--- config.mk ---
export PLATFORM = sky130hd
export DESIGN_NAME = count_pwm_monitor
export DESIGN_NICKNAME = d
export VERILOG_FILES = /design/src/rtl/count_mon_pkg.sv /design/src/rtl/duty_shadow_reg.sv /design/src/rtl/count_pwm_monitor.sv
export SDC_FILE = /design/constraint.sdc
export NUM_CORES = 1
export LEC_CHECK = 0
export ABC_AREA = 1
export ABC_CLOCK_PERIOD_IN_PS = 1800
export BUFFER_PORTS_ARGS = -buffer_cell sky130_fd_sc_hd__buf_2
export CAP_MARGIN = 20
export CORE_MARGIN = 5
export CORE_UTILIZATION = 50
export DETAILED_ROUTE_END_ITERATION = 7
export PLACE_DENSITY = 0.75
export SLEW_MARGIN = 20
export SYNTH_ARGS = -nofsm -noshare
export SYNTH_HDL_FRONTEND = slang
export SYNTH_SLANG_ARGS = --single-unit
--- constraint.sdc ---
create_clock -name clk -period 1.8 [get_ports clk]
set_input_delay 0.27 -clock clk [delete_from_list [all_inputs] [get_ports clk]]
set_output_delay 0.27 -clock clk [all_outputs]
set_load 0.02 [all_outputs]
--- src/rtl/count_mon_pkg.sv ---
// count_mon_pkg
//   Shared types and default sizing for the count/PWM monitor slice.
//   mon_state_t    : monitor FSM state (ACQ, TRACK, ERR)
//   DEF_WIDTH      : default count / duty width
//   DEF_DUTY_RESET : default active duty after reset (50% at 8 bits)
//   DEF_WRAP_CNT_W : default saturating wrap counter width
package count_mon_pkg;

  typedef enum logic [1:0] {
    ACQ   = 2'd0,
    TRACK = 2'd1,
    ERR   = 2'd2
  } mon_state_t;

  localparam int unsigned DEF_WIDTH      = 8;
  localparam int unsigned DEF_DUTY_RESET = 128;
  localparam int unsigned DEF_WRAP_CNT_W = 16;

endpackage

--- src/rtl/duty_shadow_reg.sv ---
// duty_shadow_reg
//   Single-entry pending slot fed by a valid/ready handshake, plus the active
//   duty register. The pending value moves to active only on the apply strobe.
//   clk, rst    : clock, synchronous active-high reset
//   duty_valid  : new duty offered
//   duty_data   : offered duty value
//   duty_ready  : pending slot empty
//   apply       : period boundary strobe
//   duty_next   : duty that is active from the next cycle on
module duty_shadow_reg
  import count_mon_pkg::*;
#(
  parameter int unsigned WIDTH      = DEF_WIDTH,
  parameter int unsigned DUTY_RESET = DEF_DUTY_RESET
) (
  input  logic             clk,
  input  logic             rst,
  input  logic             duty_valid,
  input  logic [WIDTH-1:0] duty_data,
  output logic             duty_ready,
  input  logic             apply,
  output logic [WIDTH-1:0] duty_next
);

  localparam logic [WIDTH-1:0] DUTY_INIT = WIDTH'(DUTY_RESET);

  logic [WIDTH-1:0] pend;
  logic             pend_vld;
  logic [WIDTH-1:0] active;

  assign duty_ready = !pend_vld;

  // Look-ahead so the compare on the boundary cycle already uses the new
  // duty; otherwise the first cycle of a period would see the old value.
  assign duty_next = (apply && pend_vld) ? pend : active;

  // Apply and accept never coincide: accepting requires an empty slot, and
  // applying an empty slot is a no-op.
  always_ff @(posedge clk) begin
    if (rst) begin
      pend     <= '0;
      pend_vld <= 1'b0;
      active   <= DUTY_INIT;
    end else begin
      if (apply && pend_vld) begin
        active   <= pend;
        pend_vld <= 1'b0;
      end
      if (duty_valid && duty_ready) begin
        pend     <= duty_data;
        pend_vld <= 1'b1;
      end
    end
  end

endmodule

--- src/rtl/count_pwm_monitor.sv ---
// count_pwm_monitor
//   Watches a free-running count bus: checks +1 sequencing, counts wraps and
//   drives a registered PWM from a duty value that only changes at wrap.
//   clk, rst    : clock, synchronous active-high reset
//   count       : counter value from the counter stage
//   duty_valid  : new duty offered      duty_data : duty value
//   duty_ready  : pending slot empty
//   clr_err     : leave ERR and re-acquire
//   pwm_out     : registered count < active duty (TRACK only)
//   wrap_pulse  : one-cycle pulse per detected wrap
//   wrap_cnt    : saturating wraps since lock
//   seq_err     : sticky sequence error
//   locked      : FSM in TRACK
module count_pwm_monitor
  import count_mon_pkg::*;
#(
  parameter int unsigned WIDTH      = DEF_WIDTH,
  parameter int unsigned DUTY_RESET = DEF_DUTY_RESET,
  parameter int unsigned WRAP_CNT_W = DEF_WRAP_CNT_W
) (
  input  logic                  clk,
  input  logic                  rst,
  input  logic [WIDTH-1:0]      count,
  input  logic                  duty_valid,
  input  logic [WIDTH-1:0]      duty_data,
  output logic                  duty_ready,
  input  logic                  clr_err,
  output logic                  pwm_out,
  output logic                  wrap_pulse,
  output logic [WRAP_CNT_W-1:0] wrap_cnt,
  output logic                  seq_err,
  output logic                  locked
);

  mon_state_t       state;
  mon_state_t       state_nxt;
  logic [WIDTH-1:0] cnt_q;
  logic [WIDTH-1:0] cnt_inc;
  logic             seq_ok;
  logic             wrap_det;
  logic [WIDTH-1:0] duty_next;

  assign cnt_inc  = cnt_q + WIDTH'(1);
  assign seq_ok   = (count == cnt_inc);
  assign wrap_det = (state == TRACK) && (cnt_q == '1) && (count == '0);
  assign locked   = (state == TRACK);

  duty_shadow_reg #(
    .WIDTH      (WIDTH),
    .DUTY_RESET (DUTY_RESET)
  ) u_duty (
    .clk        (clk),
    .rst        (rst),
    .duty_valid (duty_valid),
    .duty_data  (duty_data),
    .duty_ready (duty_ready),
    .apply      (wrap_det),
    .duty_next  (duty_next)
  );

  always_comb begin
    state_nxt = state;
    case (state)
      ACQ:     state_nxt = TRACK;
      TRACK:   if (!seq_ok) state_nxt = ERR;
      ERR:     if (clr_err) state_nxt = ACQ;
      default: state_nxt = ACQ;
    endcase
  end

  always_ff @(posedge clk) begin
    cnt_q <= count;
    if (rst) begin
      state      <= ACQ;
      seq_err    <= 1'b0;
      wrap_pulse <= 1'b0;
      wrap_cnt   <= '0;
      pwm_out    <= 1'b0;
    end else begin
      state      <= state_nxt;
      seq_err    <= (state_nxt == ERR);
      wrap_pulse <= wrap_det;
      pwm_out    <= (state == TRACK) && (count < duty_next);
      if (state == ERR && clr_err) begin
        wrap_cnt <= '0;
      end else if (wrap_det && wrap_cnt != '1) begin
        wrap_cnt <= wrap_cnt + WRAP_CNT_W'(1);
      end
    end
  end

endmodule

==> summary.txt, run 1 <==
Starting density of the core -> 52.4%
Antenna-violating nets left -> 0
Fin crit period -> 1.95 ns
RSZ-0062 raised after global routing -> yes
Largest net degree at the start of global routing -> 15
DR WL/cell -> 13.3 um
DR iter-0 viols -> 194
Comb power frac -> 12.1%
CTS tree -> built
Vias -> 2277
Synth area leaders -> dfxtp_1, nand2_1, nor2_1, xor2_1, ha_1
Initial antenna violation count -> 0
Critical path arrival -> 2.16 ns
HPWL after DPL -> 4.42 mm
Psw -> 0.000516 W
Sw Share -> 24.7%
Routed vias/inst -> 5.08
N_diodes -> 0
Avg Cell Area, Syn -> 7.63 um2
Power per cell area -> 667 mW/mm2
Final Wtd Congestion -> 0.852
Slew Limit Fails -> 0
Total die area -> 0.00612 mm2
Pin slew with the least headroom to its limit -> 0.349 ns
Clock buffer depth -> 2
Max cap viols -> 0
Crit Path Class -> reg2reg
CP endpoint kind -> flop
FMAX -> 512 MHz
CP required -> 2.00 ns
# IOs -> 41
Clk pin slew, worst setup/hold paths -> 0.08 ns
CTS Hold Bufs -> 0
TritonCTS Buffers -> 5
Leak -> 1.48 nW
Clock Latency Late Sink -> 0.30 ns
Relative slew slack -> 76.5%
Fillers -> 344
Placed standard-cell area -> 0.00288 mm2
Failing checks -> negative setup slack
GR Util All Layers -> 19.8%
Post-synthesis sequential area ratio -> 39.5%
FF+latch count, synth -> 46
Startpoint types -> flop
Cells after DPL -> 431
Syn Nets -> 334
Die Height -> 78.2 um
Core Footprint -> 0.00444 mm2
Final Cell Area -> 0.00314 mm2
PortBufs -> 40
Share of Yosys cell area claimed by the top area cell type -> 39.5%
First-pass detailed-route iteration total -> 4
CTS H-tree depth -> 2
Internal -> 0.00158 W
Synth area leader -> dfxtp_1
Setup Viol. Count Final -> 1
Yosys warns -> 0
Die width -> 78.2 um
Outcome -> finished with violations
Final nets -> 424
Cell count after synthesis -> 305
Total congestion overflow -> 0
Global-route wire length before repair -> 9.83 mm
Clock skew -> 0.00622 ns
PnR Total Power -> 0.00209 W
Flop pwr share -> 51.4%
Post-synthesis cell type count -> 30
Worst hold path type -> in2reg
CTS root buf -> clkbuf_8
Clock power frac -> 36.5%
Fin crit share -> 108%
Crit path max fanout -> 8
Final hold violation count -> 0
DRC errors left -> 0
Synthesized area -> 0.00233 mm2
CTS sink cnt -> 46
VDD IR-drop max -> 0.597 mV
Drt total wl -> 5.96 mm
Number of global-route vias before repair -> 2163
Setup slack after layout -> -0.152 ns
Layout cells sized above 1 -> 35.1%
Area delta synth->final -> 34.7%
Final Non-Filler Cells -> 448
Core Rows -> 24
## registers in the layout, indices dropped and copies added, names as in the netlist
register / cells
cnt_q: 8
pwm_out: 1
wrap_cnt: 16
wrap_pulse: 1
u_duty.pend: 8
u_duty.pend_vld: 1
state: 2
seq_err: 1
u_duty.active: 8
## final timing paths
kind	startpoint	end	slack (ns)	cells past startpoint
setup / recovery	cnt_q[0]	pwm_out	-0.15	11
hold / removal	clr_err	state[1]	0.20	2
setup reg to reg	cnt_q[0]	pwm_out	-0.15	11
hold reg to reg	state[0]	state[0]	0.48	1
## metrics by stage
stage,util [%],setup slack (ns),hold WS [ns],TNS (ns)
after CTS,68.1,-0.121,0.197,-0.125
after global placement,64.9,-0.148,0.460,-0.180
after global routing,70.6,-0.272,0.199,-0.594
after detailed placement,64.9,-0.203,0.473,-0.233
final,70.6,-0.152,0.198,-0.152
after floorplan,-,-0.0941,0.298,-0.0941
## cell usage in the layout (no fill, tap or decap), types with 3 or more instances in the layout
cell type / n
inv_1: 29
dfxtp_1: 44
nand4_1: 7
mux2i_1: 5
a21oi_2: 3
inv_2: 5
buf_2: 40
xor2_1: 12
nand3_1: 14
nand2_1: 59
buf_4: 47
xnor2_1: 6
a21oi_1: 18
ha_1: 8
nor2_1: 35
nor2_2: 9
nor2_4: 4
nand2_2: 4
clkbuf_8: 5
o21ai_0: 11
## layout make-up
type                    instances  area (um2)  area share (%)
multi-input cells             219        1340            42.7
inverters                      35         134            4.27
clock inverters                 2        37.5            1.20
well taps                      52        65.1            2.07
flip-flops and latches         46         923            29.4
repair buffers                 88         564            18.0
clock buffers                   6        72.6            2.31
## critical path, stage by stage (launching register included)
cell	delay [ns]
dfxtp_2	0.36
ha_4	0.15
nand2_4	0.05
nor2_4	0.10
nand2_2	0.08
nor2_4	0.11
nand3_4	0.16
mux2i_2	0.21
ha_1	0.35
nand2_1	0.10
nor2_2	0.13
a21oi_2	0.06
## repair_timing
item                                    4_1_cts  5_1_grt
buffers inserted                              4        5
endpoints found under the setup margin        3       18
resized for setup                             1       17
pin swaps                                     6        5
## routing by layer
metal	share of wire (%)	up-vias	track usage (%)
met5	0	-	0
met4	1.4	0	6.29
met3	5.3	8	3.66
met2	47	60	32.5
met1	46	1040	26.4
li1	-	1169	-
## power groups by stage
| stage | clock [W] | sequential [W] | combinational, W |
|---|---|---|---|
| detailed placement | 0 | 0.00110 | 0.000240 |
| CTS | 0.000774 | 0.00107 | 0.000242 |
| floorplan | 0 | 0.00110 | 0.000131 |
| global route | 0.000817 | 0.00108 | 0.000282 |
| finish | 0.000764 | 0.00108 | 0.000254 |
| global placement | 0 | 0.00110 | 0.000230 |
## cells in the mapped netlist, drive strengths merged
cell	number
a31oi	1
o31ai	2
o21ai	12
buf	1
mux2i	7
nand2	65
nor3	4
xor2	13
nor2	48
dfxtp	46
clkbuf	4
or2	2
a21oi	21
nand3	16
xnor2	6
inv	35
nor4	5
ha	9
nand4	8
## cells by family (layout without fill, tap and decap cells)
| family | Yosys count | in the layout | synth area share (%) |
|---|---|---|---|
| DFF | 46 | 46 | 39.5 |
| AOI/OAI and AO/OA | 36 | 36 | 8.17 |
| xor gates and xnor gates | 19 | 19 | 7.15 |
| adders and majority gates | 9 | 9 | 4.84 |
| and+or+nand+nor | 148 | 148 | 30.7 |
| buffers and inverters | 40 | 131 | 6.61 |
| muxes | 7 | 7 | 3.01 |
No activity file was read; power rests on OpenSTA's default activity.
==> run 2, diff against run 1 <==
--- a/config.mk
+++ b/config.mk
@@ -13,6 +13,7 @@
 export CORE_UTILIZATION = 50
 export DETAILED_ROUTE_END_ITERATION = 7
 export PLACE_DENSITY = 0.75
+export SETUP_SLACK_MARGIN = 0.05
 export SLEW_MARGIN = 20
 export SYNTH_ARGS = -nofsm -noshare
 export SYNTH_HDL_FRONTEND = slang
==> summary.txt, run 2 (synthesis gave the netlist of run 1 again) <==
Outcome -> finished with violations (unchanged)
Failing checks -> negative setup slack (unchanged)
Final Cell Area -> 0.00323 mm2 (was 0.00314 mm2)
Total die area -> 0.00612 mm2 (unchanged)
Sw Share -> 25.1% (was 24.7%)
Max cap viols -> 0 (unchanged)
Area delta synth->final -> 38.6% (was 34.7%)
DRC errors left -> 0 (unchanged)
Clock power frac -> 36.3% (was 36.5%)
Fillers -> 335 (was 344)
Drt total wl -> 6.39 mm (was 5.96 mm)
Hold WS -> 0.200 ns (was 0.198 ns)
First-pass detailed-route iteration total -> 4 (unchanged)
CP endpoint kind -> flop (unchanged)
Psw -> 0.000531 W (was 0.000516 W)
Register bank with the most flops -> wrap_cnt (unchanged)
RSZ-0062 raised after global routing -> yes (unchanged)
PortBufs -> 40 (unchanged)
Placed standard-cell area -> 0.00288 mm2 (unchanged)
HPWL after DPL -> 4.42 mm (unchanged)
Layout Utilization -> 72.6% (was 70.6%)
Global-route wire length before repair -> 9.85 mm (was 9.83 mm)
CTS root buf -> clkbuf_8 (unchanged)
TritonCTS Buffers -> 5 (unchanged)
Power per cell area -> 655 mW/mm2 (was 667 mW/mm2)
GR Util All Layers -> 19.8% (about the same)
Max FFs per register -> 16 (unchanged)
Worst path most repeated cell -> nor2_4 (unchanged)
Worst path cell trace -> ha_4, nand2_4, nor2_4, nand2_2, nor2_4, nand3_4, mux2i_2, ha_1, nand2_1, nor2_2, a21oi_2 (unchanged)
Die Height -> 78.2 um (unchanged)
Layout cells sized above 1 -> 39.2% (was 35.1%)
CP max stage cell -> dfxtp_2 (unchanged)
N_diodes -> 0 (unchanged)
Die width -> 78.2 um (unchanged)
Antenna-violating nets left -> 0 (unchanged)
Core Rows -> 24 (unchanged)
Relative slew slack -> 75.4% (was 76.5%)
Crit Path Class -> reg2reg (unchanged)
Core Footprint -> 0.00444 mm2 (unchanged)
Total negative slack -> -0.303 ns (was -0.152 ns)
Flop pwr share -> 50.9% (was 51.4%)
Worst path max stage delay -> 0.37 ns (was 0.36 ns)
Commonest non-fill, non-tap cell in the layout -> nand2_1 (unchanged)
Crit path max fanout -> 8 (unchanged)
DR iter-0 viols -> 204 (was 194)
CTS H-tree depth -> 2 (unchanged)
CTS sink cnt -> 46 (unchanged)
Routed vias/inst -> 5.24 (was 5.08)
Setup Viol. Count Final -> 5 (was 1)
Initial antenna violation count -> 0 (unchanged)
CTS tree -> built (unchanged)
Total congestion overflow -> 0 (unchanged)
Comb power frac -> 12.7% (was 12.1%)
Slew Limit Fails -> 0 (unchanged)
Fin crit share -> 111% (was 108%)
Setup slack after layout -> -0.191 ns (was -0.152 ns)
Critical path arrival -> 2.20 ns (was 2.16 ns)
Starting density of the core -> 52.4% (unchanged)
Most frequent cells in the layout -> nand2_1, buf_4, dfxtp_1 (unchanged)
Startpoint types -> flop (unchanged)
# IOs -> 41 (unchanged)
Clock skew -> 0.00674 ns (was 0.00622 ns)
Clock Latency Late Sink -> 0.31 ns (was 0.30 ns)
Number of global-route vias before repair -> 2168 (was 2163)
Pin slew with the least headroom to its limit -> 0.366 ns (was 0.349 ns)
VDD IR-drop max -> 0.597 mV (about the same)
Clk pin slew, worst setup/hold paths -> 0.08 ns (about the same)
Vias -> 2360 (was 2277)
DR WL/cell -> 14.2 um (was 13.3 um)
Final Wtd Congestion -> 0.852 (unchanged)
Place WS -> -0.203 ns (unchanged)
CP required -> 2.01 ns (was 2.00 ns)
Worst hold path type -> in2reg (unchanged)
Largest net degree at the start of global routing -> 15 (unchanged)
Leak -> 1.50 nW (was 1.48 nW)
FMAX -> 502 MHz (was 512 MHz)
Internal -> 0.00158 W (about the same)
Clock buffer depth -> 2 (unchanged)
Fin crit period -> 1.99 ns (was 1.95 ns)
Final hold violation count -> 0 (unchanged)
Final nets -> 426 (was 424)
run 2: final timing paths:
check / startpoint / endpoint / slack, ns / cells past startpoint
setup / recovery: cnt_q[0] / pwm_out / -0.19 / 11
hold / removal: count[3] / cnt_q[3] / 0.20 / 2
setup reg to reg: cnt_q[0] / pwm_out / -0.19 / 11
hold reg to reg: wrap_cnt[4] / wrap_cnt[4] / 0.48 / 2
run 2: layout make-up:
cell class | instances | area (um2) | area share (%)
clock buffers | 6 | 72.6 | 2.25
clock inverters | 2 | 37.5 | 1.16
inverters | 35 | 136 | 4.22
multi-input cells | 219 | 1400 | 43.4
flip-flops and latches | 46 | 926 | 28.7
well taps | 52 | 65.1 | 2.02
repair buffers | 90 | 591 | 18.3
run 2: worst max-delay path, delay by kind of cell, from the launching register on:
kind	cells	cell delay, ns
AOI/OAI and AO/OA	1	0.06
DFF	1	0.37
muxes	1	0.21
adders and majority gates	2	0.50
and+or+nand+nor	7	0.75
run 2: timing repair:
| item | in CTS | in global routing |
|---|---|---|
| setup endpoints to repair | 11 | 18 |
| hold buffers | 0 | 0 |
| buffers inserted | 4 | 7 |
| pin swaps | 7 | 15 |
| resized for setup | 2 | 38 |
run 2: stage by stage:
stage | cells | total power, W
final | 450 | 0.00211
after global routing | 450 | 0.00221
after CTS | 443 | 0.00209
after detailed placement | 431 | 0.00134
after global placement | 431 | 0.00133
after floorplan | 305 | 0.00123
run 2: routing by layer:
metal  track usage, %  share of wire (%)
met5                0                  0
met4             6.29                1.1
met3             3.66                6.4
met2             32.5                 49
met1             26.5                 44
run 2: power by group through the flow:
stage               logic (W)  registers (W)  clock network, W
global route         0.000297        0.00108          0.000829
detailed placement   0.000240        0.00110                 0
finish               0.000269        0.00108          0.000768
CTS                  0.000243        0.00107          0.000774
global placement     0.000230        0.00110                 0
floorplan            0.000131        0.00110                 0
==> run 3, diff against run 2 <==
--- a/config.mk
+++ b/config.mk
@@ -9,11 +9,12 @@
 export ABC_CLOCK_PERIOD_IN_PS = 1800
 export BUFFER_PORTS_ARGS = -buffer_cell sky130_fd_sc_hd__buf_2
 export CAP_MARGIN = 20
-export CORE_MARGIN = 5
-export CORE_UTILIZATION = 50
+export CORE_MARGIN = 2
+export CORE_UTILIZATION = 35
 export DETAILED_ROUTE_END_ITERATION = 7
-export PLACE_DENSITY = 0.75
+export PLACE_DENSITY = 0.56
 export SETUP_SLACK_MARGIN = 0.05
+export SKIP_CTS_REPAIR_TIMING = 1
 export SLEW_MARGIN = 20
 export SYNTH_ARGS = -nofsm -noshare
 export SYNTH_HDL_FRONTEND = slang
==> summary.txt, run 3 (synthesis gave the netlist of run 1 again) <==
Outcome -> finished with violations (unchanged)
Failing checks -> negative setup slack (unchanged)
CP endpoint kind -> flop (unchanged)
First-pass detailed-route iteration total -> 4 (unchanged)
DR iter-0 viols -> 74 (was 204)
Worst path max stage delay -> 0.36 ns (was 0.37 ns)
DR WL/cell -> 12.1 um (was 14.2 um)
Starting density of the core -> 36.5% (was 52.4%)
Drt total wl -> 5.67 mm (was 6.39 mm)
CTS tree -> built (unchanged)
Power per cell area -> 652 mW/mm2 (was 655 mW/mm2)
Core Footprint -> 0.00639 mm2 (was 0.00444 mm2)
CTS root buf -> clkbuf_8 (unchanged)
VDD IR-drop max -> 0.428 mV (was 0.597 mV)
Worst path most repeated cell -> nor2_4 (unchanged)
Die Height -> 85.6 um (was 78.2 um)
GR Util All Layers -> 16.4% (was 19.8%)
Initial antenna violation count -> 0 (unchanged)
Pin slew with the least headroom to its limit -> 0.324 ns (was 0.366 ns)
Largest net degree at the start of global routing -> 16 (was 15)
Crit path max fanout -> 8 (unchanged)
Final Non-Filler Cells -> 467 (was 450)
Slew Limit Fails -> 0 (unchanged)
Max FFs per register -> 16 (unchanged)
Clock Latency Late Sink -> 0.30 ns (was 0.31 ns)
Fin crit share -> 109% (was 111%)
DRC errors left -> 0 (unchanged)
Commonest non-fill, non-tap cell in the layout -> nand2_1 (unchanged)
Fin crit period -> 1.96 ns (was 1.99 ns)
Setup slack after layout -> -0.160 ns (was -0.191 ns)
CTS H-tree depth -> 2 (unchanged)
Total die area -> 0.00732 mm2 (was 0.00612 mm2)
Clock buffer depth -> 2 (unchanged)
Clock skew -> 0.00658 ns (was 0.00674 ns)
Cells after DPL -> 455 (was 431)
FMAX -> 510 MHz (was 502 MHz)
Crit Path Class -> reg2reg (unchanged)
# IOs -> 41 (unchanged)
RSZ-0062 raised after global routing -> yes (unchanged)
Die width -> 85.6 um (was 78.2 um)
CTS sink cnt -> 46 (unchanged)
Layout cells sized above 1 -> 39.2% (about the same)
Final hold violation count -> 0 (unchanged)
Leak -> 1.46 nW (was 1.50 nW)
Final nets -> 418 (was 426)
Routed vias/inst -> 4.61 (was 5.24)
Total congestion overflow -> 0 (unchanged)
Most frequent cells in the layout -> nand2_1, dfxtp_1, buf_2 (was nand2_1, buf_4, dfxtp_1)
CP max stage cell -> dfxtp_2 (unchanged)
Clk pin slew, worst setup/hold paths -> 0.09 ns (was 0.08 ns)
Worst hold path type -> in2reg (unchanged)
Antenna-violating nets left -> 0 (unchanged)
Relative slew slack -> 78.2% (was 75.4%)
TritonCTS Buffers -> 5 (unchanged)
Critical path arrival -> 2.17 ns (was 2.20 ns)
N_diodes -> 0 (unchanged)
Register bank with the most flops -> wrap_cnt (unchanged)
PortBufs -> 40 (unchanged)
Number of global-route vias before repair -> 2027 (was 2168)
Setup Viol. Count Final -> 3 (was 5)
Vias -> 2154 (was 2360)
Final Wtd Congestion -> 0.849 (was 0.852)
Worst path cell trace -> ha_4, nand2_4, nor2_4, nand2_2, nor2_4, nand3_4, buf_6, mux2i_4, ha_1, nand2_1, nor2_2, a21oi_2 (was ha_4, nand2_4, nor2_4, nand2_2, nor2_4, nand3_4, mux2i_2, ha_1, nand2_1, nor2_2, a21oi_2)
HPWL after DPL -> 4.39 mm (was 4.42 mm)
Global-route wire length before repair -> 9.55 mm (was 9.85 mm)
Core Rows -> 29 (was 24)
Area delta synth->final -> 39.2% (was 38.6%)
PnR Total Power -> 0.00211 W (about the same)
Startpoint types -> flop (unchanged)
Max cap viols -> 0 (unchanged)
CP required -> 2.01 ns (about the same)
[run 3: cell types whose count changed in the layout (fill, tap and decap cells not counted), sizes merged]
cell	previous run	this run
buf	90	82
clkbuf	6	5
clkinvlp	1	2
[run 3: critical path: cells and delay by family, from the launching register on]
family	cells	cell delay, ns
AOI/OAI and AO/OA	1	0.05
muxes	1	0.17
and+or+nand+nor	7	0.67
DFF	1	0.36
adders and majority gates	2	0.42
buffers and inverters	1	0.19
[run 3: final timing paths]
path	startpoint	end	slack (ns)	depth (start not counted)
min	clr_err	state[1]	0.18	2
min reg2reg	u_duty.active[7]	u_duty.active[7]	0.48	2
max	cnt_q[1]	pwm_out	-0.16	12
max reg2reg	cnt_q[1]	pwm_out	-0.16	12
[run 3: metal layers]
layer	up-vias	wire [um]	global-route usage, %
met5	-	0	0
met4	0	102	5.63
met3	9	179	2.79
met2	35	2470	24.8
met1	958	2920	23.7
li1	1152	-	-
[run 3: cell type report]
type | count | area, um2
clock buffers | 5 | 68.8
clock inverters | 3 | 45.0
multi-input cells | 219 | 1440
repair buffers | 82 | 531
flip-flops and latches | 46 | 926
fillers | 650 | 3150
well taps | 77 | 96.3
inverters | 35 | 136
[run 3: report_power, final]
part / internal, W / total, W / switching (W)
Combinational: 0.000109 / 0.000251 / 0.000143
Sequential: 0.00105 / 0.00108 / 0.0000252
Clock: 0.000413 / 0.000785 / 0.000372
[run 3: stage by stage]
stage          TNS [ns]  hold slack [ns]  setup slack [ns]  util (%)  instance area (um2)
6_report         -0.239            0.179            -0.160      50.7                 3240
5_1_grt           -1.27            0.163            -0.307      50.7                 3240
4_1_cts          -0.260            0.169            -0.196      47.3                 3020
3_5_place_dp     -0.192            0.462            -0.171      45.5                 2910
3_3_place_gp     -0.199            0.461            -0.161      45.5                 2910
2_1_floorplan   -0.0941            0.298           -0.0941         -                 2350
